$ cat src/rtl/pipe_stage_reg.sv
// Pipeline stage register with a valid/ready handshake and a two-entry skid buffer.
// Flush kills held entries; saturating counters report stall, bubble and flush activity.
module pipe_stage_reg #(
  parameter int DATA_W = 128,
  parameter int CTRL_W = 16,
  parameter int CNT_W  = 16
) (
  input  logic              clk,
  input  logic              rst,
  input  logic              flush,
  input  logic              cnt_clr,
  input  logic              in_valid,
  output logic              in_ready,
  input  logic [DATA_W-1:0] in_data,
  input  logic [CTRL_W-1:0] in_ctrl,
  output logic              out_valid,
  input  logic              out_ready,
  output logic [DATA_W-1:0] out_data,
  output logic [CTRL_W-1:0] out_ctrl,
  output logic [1:0]        occupancy,
  output logic [CNT_W-1:0]  stall_cnt,
  output logic [CNT_W-1:0]  bubble_cnt,
  output logic [CNT_W-1:0]  flush_cnt
);

  // State encoding doubles as the occupancy count.
  typedef enum logic [1:0] {
    EMPTY = 2'd0,
    ONE   = 2'd1,
    FULL  = 2'd2
  } state_e;

  localparam logic [CNT_W-1:0] CNT_MAX = '1;
  localparam logic [CNT_W-1:0] CNT_ONE = CNT_W'(1);

  state_e            state_q, state_d;
  logic [DATA_W-1:0] mData_q, mData_d, sData_q, sData_d;
  logic [CTRL_W-1:0] mCtrl_q, mCtrl_d, sCtrl_q, sCtrl_d;
  logic [CNT_W-1:0]  stallCnt_q, stallCnt_d;
  logic [CNT_W-1:0]  bubbleCnt_q, bubbleCnt_d;
  logic [CNT_W-1:0]  flushCnt_q, flushCnt_d;
  logic              inFire, outFire;

  assign in_ready   = (state_q != FULL);
  assign out_valid  = (state_q != EMPTY);
  assign occupancy  = state_q;
  assign out_data   = mData_q;
  assign out_ctrl   = mCtrl_q;
  assign stall_cnt  = stallCnt_q;
  assign bubble_cnt = bubbleCnt_q;
  assign flush_cnt  = flushCnt_q;

  assign inFire  = in_valid & in_ready;
  assign outFire = out_valid & out_ready;

  always_comb begin
    state_d = state_q;
    mData_d = mData_q;
    mCtrl_d = mCtrl_q;
    sData_d = sData_q;
    sCtrl_d = sCtrl_q;
    if (flush) begin
      // Data is left in place; only control is scrubbed so nothing downstream acts on it.
      state_d = EMPTY;
      mCtrl_d = '0;
      sCtrl_d = '0;
    end else begin
      case (state_q)
        EMPTY: begin
          if (inFire) begin
            mData_d = in_data;
            mCtrl_d = in_ctrl;
            state_d = ONE;
          end
        end
        ONE: begin
          if (inFire && outFire) begin
            mData_d = in_data;
            mCtrl_d = in_ctrl;
          end else if (inFire) begin
            sData_d = in_data;
            sCtrl_d = in_ctrl;
            state_d = FULL;
          end else if (outFire) begin
            state_d = EMPTY;
          end
        end
        FULL: begin
          if (outFire) begin
            mData_d = sData_q;
            mCtrl_d = sCtrl_q;
            state_d = ONE;
          end
        end
        default: state_d = EMPTY;
      endcase
    end
  end

  // Counters saturate rather than wrap; a clear beats any increment in the same cycle.
  always_comb begin
    stallCnt_d  = stallCnt_q;
    bubbleCnt_d = bubbleCnt_q;
    flushCnt_d  = flushCnt_q;
    if (cnt_clr) begin
      stallCnt_d  = '0;
      bubbleCnt_d = '0;
      flushCnt_d  = '0;
    end else begin
      if (out_valid && !out_ready && stallCnt_q != CNT_MAX)
        stallCnt_d = stallCnt_q + CNT_ONE;
      if (!out_valid && bubbleCnt_q != CNT_MAX)
        bubbleCnt_d = bubbleCnt_q + CNT_ONE;
      if (flush && out_valid && flushCnt_q != CNT_MAX)
        flushCnt_d = flushCnt_q + CNT_ONE;
    end
  end

  always_ff @(posedge clk or posedge rst) begin
    if (rst) begin
      state_q     <= EMPTY;
      mData_q     <= '0;
      mCtrl_q     <= '0;
      sData_q     <= '0;
      sCtrl_q     <= '0;
      stallCnt_q  <= '0;
      bubbleCnt_q <= '0;
      flushCnt_q  <= '0;
    end else begin
      state_q     <= state_d;
      mData_q     <= mData_d;
      mCtrl_q     <= mCtrl_d;
      sData_q     <= sData_d;
      sCtrl_q     <= sCtrl_d;
      stallCnt_q  <= stallCnt_d;
      bubbleCnt_q <= bubbleCnt_d;
      flushCnt_q  <= flushCnt_d;
    end
  end

endmodule

$ cat config.mk
export PLATFORM = sky130hd
export DESIGN_NAME = pipe_stage_reg
export DESIGN_NICKNAME = d
export VERILOG_FILES = /design/src/rtl/pipe_stage_reg.sv
export SDC_FILE = /design/constraint.sdc
export NUM_CORES = 1
export LEC_CHECK = 0
export CAP_MARGIN = 15
export CORE_MARGIN = 10
export CORE_UTILIZATION = 50
export DETAILED_ROUTE_END_ITERATION = 6
export PLACE_DENSITY = 0.87
export SLEW_MARGIN = 20
export SYNTH_ARGS = -nofsm -noshare
export SYNTH_HDL_FRONTEND = slang
export SYNTH_SLANG_ARGS = --single-unit
export TNS_END_PERCENT = 100
$ cat constraint.sdc
create_clock -name clk -period 15.5 [get_ports clk]
set_clock_uncertainty 0.2 [all_clocks]
set_input_delay 2.325 -clock clk [delete_from_list [all_inputs] [get_ports clk]]
set_output_delay 2.325 -clock clk [all_outputs]
set_load 0.005 [all_outputs]
**Word-level counts from Yosys, hierarchy flattened**

Cells that the tools add are included.

- Bits in registers: 338
- Bits of input ports: 150
- Output and inout port bits: 196

- Add/sub/neg operators: 3
- Equal/unequal tests: 15
- Multiplexer cells: 25
- Bitwise gates (word level): 4
- Reductions and logical operators: 22

Operators by type and width:

| kind | number |
|---|---|
| 128-bit two-way mux | 3 |
| 128-bit one-hot mux with 3 select lines | 1 |
| 16-bit two-way mux | 13 |
| 16-bit by 1-bit adder with 16-bit output (second input constant) | 3 |
| 16-bit inequality test (second input constant) | 3 |
| 16-bit one-hot mux with 3 select lines | 1 |
| 2-bit two-way mux | 6 |
| 3-bit inequality test (second input constant) | 4 |
| 4-bit AND reduction | 3 |
| 2-bit nonzero test | 6 |
| 2-bit inequality test (second input constant) | 5 |
| 1-bit logical AND | 6 |
| 2-bit one-hot mux with 3 select lines | 1 |
| 5-bit AND reduction | 1 |
| 4-bit inequality test (second input constant) | 1 |
| 4-bit nonzero test | 1 |
| 3-bit AND reduction | 1 |
| 3-bit nonzero test | 1 |
| 1-bit AND | 2 |
| 2-bit by 1-bit equality test with 1-bit output (second input constant) | 1 |
| 2-bit equality test (second input constant) | 1 |
| 1-bit zero test | 2 |
| 2-bit zero test | 1 |
| 1-bit NOT | 2 |

**Logic depth before layout (Yosys ltp)**

- Word-level depth: 7
- Gate-level depth with buffers: 8
- Depth with buffers taken out: 6

**Least setup slack after synthesis**

OpenSTA, ideal clock, no wires.

- Kind: input to register
- From: input flush
- To: register sData_q[0]
- Setup time: 125 ps
- Arrival time: 3,538 ps
- Slack: 11,638 ps
- Stages on the path: 6
- Buffers on the path: 4
- Path through: buf_2 nor4b_2 buf_4 buf_6 buf_4 mux2_2

- Cells in the longest elaborated chain, start to end: 2

Ends and longest elaborated chain:

| item | RTL line | RTL |
|---|---|---|
| from (decl) | 10 | `input logic flush,` |
| 1-bit NOT (no source line) | n/a |  |
| 4-bit AND reduction (no source line) | n/a |  |
| to (signal assigned) | 133 | `sData_q <= sData_d;` |
| to (decl) | 37 | `logic [DATA_W-1:0] mData_q, mData_d, sData_q, sData_d;` |

No other way between the ends.
A chain may end at the register's enable or synchronous reset.

==> out/metrics.yaml <==
syn_inst: 1207
synthAdderAreaFrac_pct: 0.254
crit_type: "primary input to asynchronous set/reset pin"
synthXorXnorAreaFrac_pct: 2.26
r2r-start: "occupancy[1]"
grt_pass1_wl_um: 60900
drcViolationCount: 0
vias: 10600
relSlewSlack_pct: 27.8
end_kind: "asynchronous set/reset pin"
ys_seq_area_share_pct: 57.3
drive_gt1_share_pct: 13.8
max_freq_mhz: 181
p_seq_share_pct: 47.0
cts_tree: "yes"
switching_power_uw: 610
synth_warnings: 0
setup-tns-final_ns: 0
r2r_slack_ns: 12.17
htreeDepth: 2
clk_path_buf_depth: 3
hpwl_um: 26400
coreArea_um2: 28900
power.leakage_uw: 0.00898
fin_crit_ns: 5.54
p_per_area_nw_per_um2: 125
grtUsageTotal_pct: 20.4
critPathArrivalTime_ns: 5.90
cts_num_sinks: 338
row_count: 62
postCtsSetupRepairBufs: 0
dr.first_iter.drc_count: 845
yosys.area_share.simple_pct: 9.93
rr_worst_depth: 6
syn_avg_cell_area_um2: 12.2
p_sw_share_pct: 25.0
wl_per_cell_um: 19.9
fin_crit_sh_pct: 35.7
internal_power_uw: 1830
rsz0062_at_grt: "false"
start_util_pct: 51.0
antenna_found_initial: 3
io_pins: 346
synth_top_family_by_area: "multiplexers"
r2r-end: "out_data[105]"
ant_nets: 0
grt_start_max_net_pins: 143
die-width_um: 192
dr.pass1.iters: 5
synth_compound_area_share_pct: 7.53
synth_cell_types: 55
startpoint: "rst"
p_comb_share_pct: 18.4
port_buffers: 345
postCtsHoldBufs: 0
hold_class: "flip-flop to flip-flop"
detail_route.vias_per_cell: 5.49
netlist_area_um2: 14800
routabilityCongestion: 0.834
cp_max_fo: 142
hold_violations: 0
status: "finished clean"
cts_root_buf: "clkbuf_16"
drv_cap: 0
pwr-share-clk_pct: 34.6
clkTransAtPathRegs_ns: 0.06
clk_latency_ns: 0.51
syn2layout_area_growth_pct: 32.6
die_y_um: 192
synth_fp_nets: 1360
hold_depth: 1
synth_top_area_share_pct: 57.3
grt_overflow: 0
cts_resized: 0
setup_viol: 0
grt_pass1_vias: 11200
routed_wl_um: 38600
synthTopCellsByArea: "dfrtp_1 57%, mux2i_1 10%, mux2_2 9.4%"
layout_commonest_cell: "clkdlybuf4s50_1"
ys_ff_latch: 338
start_kind: "primary input"
slew_violations: 0
final_nets: 1680
die_area_um2: 36800
final_cell_mix: "345 x clkdlybuf4s50_1, 338 x dfrtp_1, 181 x nor2_1"
peakVddDrop_v: 0.0000715
synth_largest_area_cell: "dfrtp_1"
timing.hold.ws_ns: 0.284
critPathCapture: "sData_q[16]"
cp.required_ns: 15.86
tightestPinTransition_ns: 1.08
synthMuxAreaShare_pct: 19.7
numCtsBuffers: 36
==> metrics by stage <==
| stage | std cells | util, % | power [uW] | instance area, um^2 | setup WS, ns |
|---|---|---|---|---|---|
| floorplan | 1207 | - | 1350 | 14800 | 3.61 |
| global placement | 1873 | 63.6 | 1580 | 18400 | 9.22 |
| detailed placement | 1873 | 63.6 | 1610 | 18400 | 9.16 |
| CTS | 1936 | 67.6 | 2470 | 19600 | 9.72 |
| global route | 1938 | 67.6 | 2560 | 19600 | 9.38 |
| finish | 1938 | 67.6 | 2440 | 19600 | 9.96 |
==> worst min path at each step <==
stage | from | to | slack [ns]
global route | out_ctrl[6] | out_ctrl[6] | 0.31
finish | sData_q[9] | sData_q[9] | 0.28
detailed placement | out_ctrl[1] | out_ctrl[1] | 0.27
CTS | sData_q[23] | sData_q[23] | 0.29
global placement | sData_q[9] | sData_q[9] | 0.27
floorplan | sData_q[17] | sData_q[17] | 0.26
==> state kept, by name, indices dropped and copies added (netlist names) <==
name and cells:
flush_cnt 16, sCtrl_q 16, bubble_cnt 16, occupancy 2, out_ctrl 16, sData_q 128, stall_cnt 16, out_data 128
==> cells by family (layout without fill, tap and decap cells) <==
logic type | after synthesis | after routing
flops | 338 | 338
simple gates | 285 | 285
mux | 275 | 275
compound gates | 187 | 187
buf+inv | 81 | 426
xor+xnor | 38 | 38
fa+ha+maj | 3 | 3
other cells | 0 | 2
==> power groups by stage <==
stage                     Combinational (uW)  Sequential, uW  Clock (uW)
after floorplan                          211            1140           0
after global placement                   437            1150           0
after detailed placement                 455            1160           0
after CTS                                459            1150         861
after global routing                     490            1170         899
final                                    450            1150         843
==> routing by layer <==
layer  vias up  GRT usage, %  wire length (um)
li1       4905             -                 -
met4         2          5.32               824
met5         -             0                13
met2       327          34.2             19400
met3        59          6.22              3170
met1      5338          25.1             15200
==> Yosys cell counts (all sizes together) <==
cell,number
xor2,10
nor4,7
o21ba,1
o221a,1
and4,2
a21o,1
o21ai,6
a211oi,5
mux2i,147
xnor2,28
and4b,1
nor3b,8
o2bb2ai,16
nand2b,4
nand4,19
nand2,20
ha,3
or2,4
nand4b,3
nor3,11
nor2b,3
inv,6
and3,5
mux2,128
nand3,6
clkbuf,9
nor2,182
a21oi,137
and4bb,3
a22o,16
buf,66
nor4b,3
a31oi,1
or3,3
dfrtp,338
a311oi,1
or3b,1
a2111oi,2
==> critical path, cell delays in order <==
cell and delay [ns]:
clkdlybuf4s50_1 0.49, inv_8 0.61, buf_4 0.79, buf_4 0.84, buf_4 0.74
==> cell type report <==
class	count	area [um^2]
clock inverters	3	51.3
fillers	2031	9370
multi-input cells	788	5880
inverters	6	30.0
repair buffers	357	3550
well taps	384	480
diodes	2	5.00
flip-flops and latches	338	8460
clock buffers	60	1110
Power figures use the tool's default switching activity.
